File: src/rtl/mem_pkg.sv
// Shared widths, control-bit positions, FSM states and byte-enable constants
// for the memory-access stage.
package mem_pkg;

  localparam int CTRL_W = 7;
  localparam int WBC_W  = 5;
  localparam int WBD_W  = 69;
  localparam int MD_W   = 69;
  localparam int FWD_W  = 38;

  // MEM_CTRL = {memRead, memWrite, regWrite, memToReg, isDMByte, isDMHalf, isLOADS}
  localparam int C_MEMREAD  = 6;
  localparam int C_MEMWRITE = 5;
  localparam int C_REGWRITE = 4;
  localparam int C_MEMTOREG = 3;
  localparam int C_ISBYTE   = 2;
  localparam int C_ISHALF   = 1;
  localparam int C_ISLOADS  = 0;

  typedef enum logic {IDLE, WAIT} state_e;

  typedef enum logic [1:0] {SZ_WORD, SZ_HALF, SZ_BYTE} size_e;

  localparam logic [3:0] BE_NONE    = 4'b0000;
  localparam logic [3:0] BE_BYTE0   = 4'b0001;
  localparam logic [3:0] BE_HALF_LO = 4'b0011;
  localparam logic [3:0] BE_HALF_HI = 4'b1100;
  localparam logic [3:0] BE_WORD    = 4'b1111;

  // Byte wins over half if both flags are set.
  function automatic size_e ctrl_size(input logic [CTRL_W-1:0] ctrl);
    if (ctrl[C_ISBYTE])      return SZ_BYTE;
    else if (ctrl[C_ISHALF]) return SZ_HALF;
    else                     return SZ_WORD;
  endfunction

endpackage

File: src/rtl/mem_lsu_if.sv
// Ready-handshake data-memory port between the MEM stage (master) and data memory.
interface mem_lsu_if;
  logic        dm_req;
  logic        dm_we;
  logic [31:0] dm_addr;
  logic [3:0]  dm_be;
  logic [31:0] dm_wdata;
  logic [31:0] dm_rdata;
  logic        dm_ready;

  modport master (
    output dm_req, dm_we, dm_addr, dm_be, dm_wdata,
    input  dm_rdata, dm_ready
  );

  modport slave (
    input  dm_req, dm_we, dm_addr, dm_be, dm_wdata,
    output dm_rdata, dm_ready
  );
endinterface

File: src/rtl/dm_lane_gen.sv
// Byte-lane enables, replicated write data and alignment check for one access.
module dm_lane_gen
  import mem_pkg::*;
(
  input  size_e       size_i,
  input  logic [1:0]  addr_lo_i,
  input  logic [31:0] store_data_i,
  output logic [3:0]  be_o,
  output logic [31:0] wdata_o,
  output logic        misalign_o
);

  always_comb begin
    be_o       = BE_WORD;
    wdata_o    = store_data_i;
    misalign_o = 1'b0;
    case (size_i)
      SZ_BYTE: begin
        be_o    = BE_BYTE0 << addr_lo_i;
        wdata_o = {4{store_data_i[7:0]}};
      end
      SZ_HALF: begin
        be_o       = addr_lo_i[1] ? BE_HALF_HI : BE_HALF_LO;
        wdata_o    = {2{store_data_i[15:0]}};
        misalign_o = addr_lo_i[0];
      end
      default: begin
        misalign_o = |addr_lo_i;
      end
    endcase
  end

endmodule

File: src/rtl/mem_lsu.sv
// MEM stage: issues the data-memory request, waits with a bounded timeout,
// and registers the MEM/WB payload.
module mem_lsu
  import mem_pkg::*;
#(
  parameter int TIMEOUT_CYCLES = 255
) (
  input  logic              clk,
  input  logic              rst,
  input  logic              in_valid,
  input  logic [CTRL_W-1:0] MEM_CTRL,
  input  logic [MD_W-1:0]   MEM_DATA,
  input  logic              flush,
  output logic              o_stall,
  mem_lsu_if.master         dm,
  output logic [WBC_W-1:0]  WB_CTRL,
  output logic [WBD_W-1:0]  WB_DATA,
  output logic [FWD_W-1:0]  o_MEM_FWD,
  output logic              o_misalign,
  output logic              o_bus_err
);

  localparam logic [7:0] CNT_LAST = 8'(TIMEOUT_CYCLES - 1);

  logic [4:0]  rw_in;
  logic [31:0] ex_in;
  logic [31:0] sd_in;
  assign rw_in = MEM_DATA[68:64];
  assign ex_in = MEM_DATA[63:32];
  assign sd_in = MEM_DATA[31:0];

  state_e      state_q;
  logic [7:0]  cnt_q;
  logic [4:0]  lat_ctrl_q;
  logic [4:0]  lat_rw_q;
  logic [31:0] lat_ex_q;
  logic        lat_rd_q;
  logic        lat_we_q;
  logic [3:0]  lat_be_q;
  logic [31:0] lat_wdata_q;
  logic [WBC_W-1:0] wb_ctrl_q;
  logic [WBD_W-1:0] wb_data_q;
  logic        mis_q;
  logic        berr_q;

  logic [3:0]  be_c;
  logic [31:0] wdata_c;
  logic        mis_c;

  dm_lane_gen u_lane (
    .size_i       (ctrl_size(MEM_CTRL)),
    .addr_lo_i    (ex_in[1:0]),
    .store_data_i (sd_in),
    .be_o         (be_c),
    .wdata_o      (wdata_c),
    .misalign_o   (mis_c)
  );

  logic memop, aligned_op, timeout, req;
  assign memop      = in_valid && (MEM_CTRL[C_MEMREAD] || MEM_CTRL[C_MEMWRITE]);
  assign aligned_op = memop && !mis_c;
  assign timeout    = (state_q == WAIT) && !dm.dm_ready && (cnt_q == CNT_LAST);
  assign req        = !rst && !flush && ((state_q == WAIT) || aligned_op);

  assign o_stall = !rst && !flush &&
                   (((state_q == IDLE) && aligned_op && !dm.dm_ready) ||
                    ((state_q == WAIT) && !dm.dm_ready && !timeout));

  // While waiting, the bus is driven from the latched copy so it cannot move.
  always_comb begin
    dm.dm_req   = req;
    dm.dm_we    = 1'b0;
    dm.dm_addr  = 32'h0;
    dm.dm_be    = BE_NONE;
    dm.dm_wdata = 32'h0;
    if (req) begin
      if (state_q == WAIT) begin
        dm.dm_we    = lat_we_q;
        dm.dm_addr  = {lat_ex_q[31:2], 2'b00};
        dm.dm_be    = lat_be_q;
        dm.dm_wdata = lat_wdata_q;
      end else begin
        dm.dm_we    = MEM_CTRL[C_MEMWRITE];
        dm.dm_addr  = {ex_in[31:2], 2'b00};
        dm.dm_be    = be_c;
        dm.dm_wdata = wdata_c;
      end
    end
  end

  logic [WBC_W-1:0] wb_ctrl_d;
  logic [WBD_W-1:0] wb_data_d;
  always_comb begin
    if (state_q == WAIT) begin
      wb_ctrl_d = lat_ctrl_q;
      wb_data_d = {lat_rw_q, lat_ex_q, lat_rd_q ? dm.dm_rdata : 32'h0};
    end else begin
      wb_ctrl_d = MEM_CTRL[4:0];
      wb_data_d = {rw_in, ex_in, MEM_CTRL[C_MEMREAD] ? dm.dm_rdata : 32'h0};
    end
  end

  always_ff @(posedge clk) begin
    if (rst) begin
      state_q     <= IDLE;
      cnt_q       <= 8'h0;
      lat_ctrl_q  <= 5'h0;
      lat_rw_q    <= 5'h0;
      lat_ex_q    <= 32'h0;
      lat_rd_q    <= 1'b0;
      lat_we_q    <= 1'b0;
      lat_be_q    <= BE_NONE;
      lat_wdata_q <= 32'h0;
      wb_ctrl_q   <= '0;
      wb_data_q   <= '0;
      mis_q       <= 1'b0;
      berr_q      <= 1'b0;
    end else begin
      wb_ctrl_q <= '0;
      wb_data_q <= '0;
      mis_q     <= 1'b0;
      berr_q    <= 1'b0;
      if (flush) begin
        state_q <= IDLE;
        cnt_q   <= 8'h0;
      end else begin
        case (state_q)
          IDLE: begin
            if (in_valid) begin
              if (!memop || (!mis_c && dm.dm_ready)) begin
                wb_ctrl_q <= wb_ctrl_d;
                wb_data_q <= wb_data_d;
              end else if (mis_c) begin
                mis_q <= 1'b1;
              end else begin
                state_q     <= WAIT;
                cnt_q       <= 8'h0;
                lat_ctrl_q  <= MEM_CTRL[4:0];
                lat_rw_q    <= rw_in;
                lat_ex_q    <= ex_in;
                lat_rd_q    <= MEM_CTRL[C_MEMREAD];
                lat_we_q    <= MEM_CTRL[C_MEMWRITE];
                lat_be_q    <= be_c;
                lat_wdata_q <= wdata_c;
              end
            end
          end
          WAIT: begin
            if (dm.dm_ready) begin
              state_q   <= IDLE;
              wb_ctrl_q <= wb_ctrl_d;
              wb_data_q <= wb_data_d;
            end else if (timeout) begin
              state_q <= IDLE;
              cnt_q   <= 8'h0;
              berr_q  <= 1'b1;
            end else begin
              cnt_q <= cnt_q + 8'h1;
            end
          end
          default: state_q <= IDLE;
        endcase
      end
    end
  end

  assign WB_CTRL    = wb_ctrl_q;
  assign WB_DATA    = wb_data_q;
  assign o_misalign = mis_q;
  assign o_bus_err  = berr_q;
  assign o_MEM_FWD  = rst ? '0 : {MEM_CTRL[C_REGWRITE] & in_valid, ex_in, rw_in};

endmodule
File: src/flat_wrapper.sv
// flat-port wrapper written by rule: the top's interface ports become plain ports
module mem_lsu_flat import mem_pkg::*;
#(
  parameter int TIMEOUT_CYCLES = 255
)
  (clk, rst, in_valid, MEM_CTRL, MEM_DATA, flush, o_stall, WB_CTRL, WB_DATA, o_MEM_FWD, o_misalign, o_bus_err, dm_dm_req, dm_dm_we, dm_dm_addr, dm_dm_be, dm_dm_wdata, dm_dm_rdata, dm_dm_ready);
  mem_lsu_if dm_i ();
  input  logic clk;
  input  logic rst;
  input  logic in_valid;
  input  logic [CTRL_W-1:0] MEM_CTRL;
  input  logic [MD_W-1:0] MEM_DATA;
  input  logic flush;
  output logic o_stall;
  output logic [WBC_W-1:0] WB_CTRL;
  output logic [WBD_W-1:0] WB_DATA;
  output logic [FWD_W-1:0] o_MEM_FWD;
  output logic o_misalign;
  output logic o_bus_err;
  output wire logic [$bits(dm_i.dm_req)-1:0] dm_dm_req;
  output wire logic [$bits(dm_i.dm_we)-1:0] dm_dm_we;
  output wire logic [$bits(dm_i.dm_addr)-1:0] dm_dm_addr;
  output wire logic [$bits(dm_i.dm_be)-1:0] dm_dm_be;
  output wire logic [$bits(dm_i.dm_wdata)-1:0] dm_dm_wdata;
  input wire logic [$bits(dm_i.dm_rdata)-1:0] dm_dm_rdata;
  input wire logic [$bits(dm_i.dm_ready)-1:0] dm_dm_ready;
  assign dm_dm_req = dm_i.dm_req;
  assign dm_dm_we = dm_i.dm_we;
  assign dm_dm_addr = dm_i.dm_addr;
  assign dm_dm_be = dm_i.dm_be;
  assign dm_dm_wdata = dm_i.dm_wdata;
  assign dm_i.dm_rdata = dm_dm_rdata;
  assign dm_i.dm_ready = dm_dm_ready;
  mem_lsu #(.TIMEOUT_CYCLES(TIMEOUT_CYCLES)) u_core (.clk(clk), .rst(rst), .in_valid(in_valid), .MEM_CTRL(MEM_CTRL), .MEM_DATA(MEM_DATA), .flush(flush), .o_stall(o_stall), .dm(dm_i), .WB_CTRL(WB_CTRL), .WB_DATA(WB_DATA), .o_MEM_FWD(o_MEM_FWD), .o_misalign(o_misalign), .o_bus_err(o_bus_err));
endmodule
File: config.mk
export PLATFORM = sky130hd
export DESIGN_NAME = mem_lsu_flat
export DESIGN_NICKNAME = d
export VERILOG_FILES = /design/src/rtl/mem_pkg.sv /design/src/rtl/mem_lsu_if.sv /design/src/rtl/dm_lane_gen.sv /design/src/rtl/mem_lsu.sv /design/src/flat_wrapper.sv
export SDC_FILE = /design/constraint.sdc
export NUM_CORES = 1
export LEC_CHECK = 0
export CAP_MARGIN = 20
export CORE_MARGIN = 5
export CORE_UTILIZATION = 48
export CTS_BUF_LIST = sky130_fd_sc_hd__clkbuf_16
export DETAILED_ROUTE_END_ITERATION = 6
export PLACE_DENSITY = 0.93
export SYNTH_ARGS = -nofsm -noshare
export SYNTH_HDL_FRONTEND = slang
export SYNTH_SLANG_ARGS = --single-unit
File: constraint.sdc
create_clock -name clk -period 2.35 [get_ports clk]
set_input_delay 0.235 -clock clk [delete_from_list [all_inputs] [get_ports clk]]
set_output_delay 0.235 -clock clk [all_outputs]
set_load 0.03 [all_outputs]
==> results.md <==
* Synthesized cell area at 7720 µm²
* Final cell count without fillers at 1398
* Crit path kind: input pin to output port
* Via count at 8287
* Total Power at 6950 µW
* Critical path fanouts, max at 7
* Hold_ws at 0.118 ns
* CP dominant cell by count: buf_4
* Clock sink total at 165
* YS warnings at 0
* Dpl cells at 1366
* First-pass DRT Iterations at 5
* Ant diodes at 0
* Fmax achieved at 435 MHz
* Post-DP HPWL at 19100 µm
* Max-cap violations at 0
* Insertion delay to the later sink of the worst-skew pair at 0.43 ns
* TritonCTS Buffers at 17
* Ys async rst share at 0
* Layout area overhead at 49.6%
* GRT Overall Usage at 0.289
* Cell family with most CP delay: buffers and inverters
* Status: finished clean
* Placer Congestion at 0.873
* Post-CTS Setup Inserts at 0
* # IOs at 298
* Critical-path cell list: clkdlybuf4s50_1 > buf_4 > buf_4 > buf_4 > mux2i_1 > o21ai_1 > mux2i_1 > nor3_1 > buf_4
* Worst min path class: input pin to flip-flop
* Hold endpoint: u_core.lat_ex_q[5]$_SDFFE_PP0P_
* HP Start: rst
* Critical path arrival at 2.06 ns
* Drt wl/cell at 19.9 µm
* RSZ-0062 raised after global routing: false
* Core area at 15800 µm²
* Hold path cells at 2
* Synth Flop Type: dfxtp_1
* Initial antenna violation count at 1
* Num rows at 46
* Final slew viol count at 0
* Critical path's slowest cell: clkdlybuf4s50_1
* Req. time, crit path at 2.12 ns
* Distinct cell type count after synthesis at 45
* Final wirelength at 27900 µm
* Setup TNS at 0 ns
* Worst r2r dst: u_core.lat_wdata_q[1]$_SDFFE_PP0P_
* Worst-case clock skew at 0.00800 ns
* Initial Utilization at 0.488
* Worst slew pin tran at 0.564 ns
* H-tree Lvls at 4
* Power density over cell area at 602 nW/µm²
* Synth top area share at 0.428
* CP peak stage delay at 0.39 ns
* Flops & latches, synth at 165
* Nets@finish at 1284
* Critical path startpoint category: input pin
* Post-synth EDFFs at 0
* First-pass GRT wire length at 43000 µm
* Bufs on Longest Clock Path at 2
* Seq/Total Area, Yosys at 0.428
* Mapped Avg Cell Area at 8.50 µm²
* CTS tree: done
* Syn Inst Count at 908
* Clock transition at path regs at 0.06 ns
* Root Driver: clkbuf_16
* Port Buffer Count at 295
* Drt initial violations at 838
* Crit path buf inv count at 5
* Vias in the first global route at 7989
* VDD IR max at 534 µV
* Synth area leader: dfxtp_1
* Largest net degree at the start of global routing at 80
* Die span in x at 137 µm
* Commonest cells post-synth: dfxtp_1, a21oi_1, nand3_1, nor3_1, mux2i_1
* Die area at 18700 µm²
* Final Hold Vio Count at 0
* Flop2flop setup slack at 0.50 ns
* Post-DRT Antenna Nets at 0
* GRT overflow at 0
* Period minus WS final at 2.30 ns
* Remaining max-slew budget at the tightest pin at 0.624
* Drc violations at 0
* Most common cell in the netlist: dfxtp_1
* # setup viols final at 0
* Reg-to-Reg Start: u_core.state_q$_SDFF_PP0_
* Pleak at 0.00418 µW
* Layout cells sized above 1 at 0.150
* Period utilisation layout at 0.977
* Via-to-Cell Ratio at 5.93
* Critical Path End Type: output port
* Die Height at 137 µm
* Worst r2r path cells at 5
* Synth top area cells: dfxtp_1, mux2i_1, a21oi_1
layout make-up:
class | count | area [µm²]
Fill cell | 1133 | 4280
Multi-Input combinational cell | 632 | 4010
Timing Repair Buffer | 340 | 3320
Sequential cell | 165 | 3310
Clock buffer | 17 | 425
Tap cell | 216 | 270
Clock inverter | 15 | 171
Inverter | 13 | 48.8
placed cells by master, fill, tap and decap left out, types with 17 or more instances in the layout:
cell type	instances
buf_4	99
clkbuf_16	17
a21oi_1	96
nor3_1	88
nor2_1	48
a32o_1	41
dfxtp_1	164
o21ai_0	60
nand3_1	96
nor2b_1	38
clkdlybuf4s50_1	224
mux2i_1	74
routing by layer:
metal	share of wire	wire (µm)	vias up	track usage
met2	0.48	13500	466	0.482
met4	0.034	956	2	0.108
met5	0.00039	11	-	0
li1	-	-	3812	-
met1	0.38	10700	3936	0.350
met3	0.098	2730	71	0.0897
power by group:
group	switching, µW	leakage, µW	internal [µW]	total [µW]
Sequential	27.8	0.00134	2850	2880
Combinational	720	0.00256	524	1240
Clock	1230	0.000292	1590	2830
timing repair:
item / in CTS / in global routing
hold buffers: 0 / 0
endpoints found under the setup margin: 1 / 9
resized for setup: 1 / 5
state kept, by name (all words and copies together) (netlist names), 4 cells and up:
signal              flops
u_core.WB_DATA         69
u_core.lat_ex_q        32
u_core.lat_wdata_q     32
u_core.cnt_q            8
u_core.WB_CTRL          5
u_core.lat_ctrl_q       5
u_core.lat_rw_q         5
u_core.lat_be_q         4
stage by stage:
step,setup WS [ns],util,cell area (µm²)
after floorplan,0.0324,-,7720
after global placement,0.119,0.691,10900
after detailed placement,0.0707,0.691,10900
after CTS,0.0375,0.729,11500
final,0.0536,0.729,11500
after global routing,0.00671,0.729,11500
worst reg2reg max path, stage by stage (launching register included):
cell and delay, ns:
dfxtp_4 0.35, nand2b_1 0.15, or4_2 0.67, buf_4 0.25, o21ai_0 0.20, a21oi_1 0.09
kinds of logic after synthesis:
group / share of synthesized area
multiplexers: 0.109
AO/OA/AOI/OAI: 0.193
adder cells (fa/ha/maj): 0.00324
AND/OR/NAND/NOR: 0.203
other: 0.000486
buffers and inverters: 0.0621
flip-flops: 0.428
XOR/XNOR: 0.00113
worst max path at each step:
stage	from	endpoint	slack, ns	cells after the start
global placement	MEM_CTRL[1]	dm_dm_wdata[27]	0.12	9
CTS	u_core.state_q$_SDFF_PP0_	dm_dm_be[3]	0.04	5
detailed placement	MEM_CTRL[1]	dm_dm_wdata[27]	0.07	9
floorplan	MEM_DATA[33]	o_stall	0.03	6
global route	MEM_DATA[33]	dm_dm_be[0]	0.007	7
finish	MEM_CTRL[1]	dm_dm_wdata[27]	0.05	9
(Power assumes the default switching activity.)
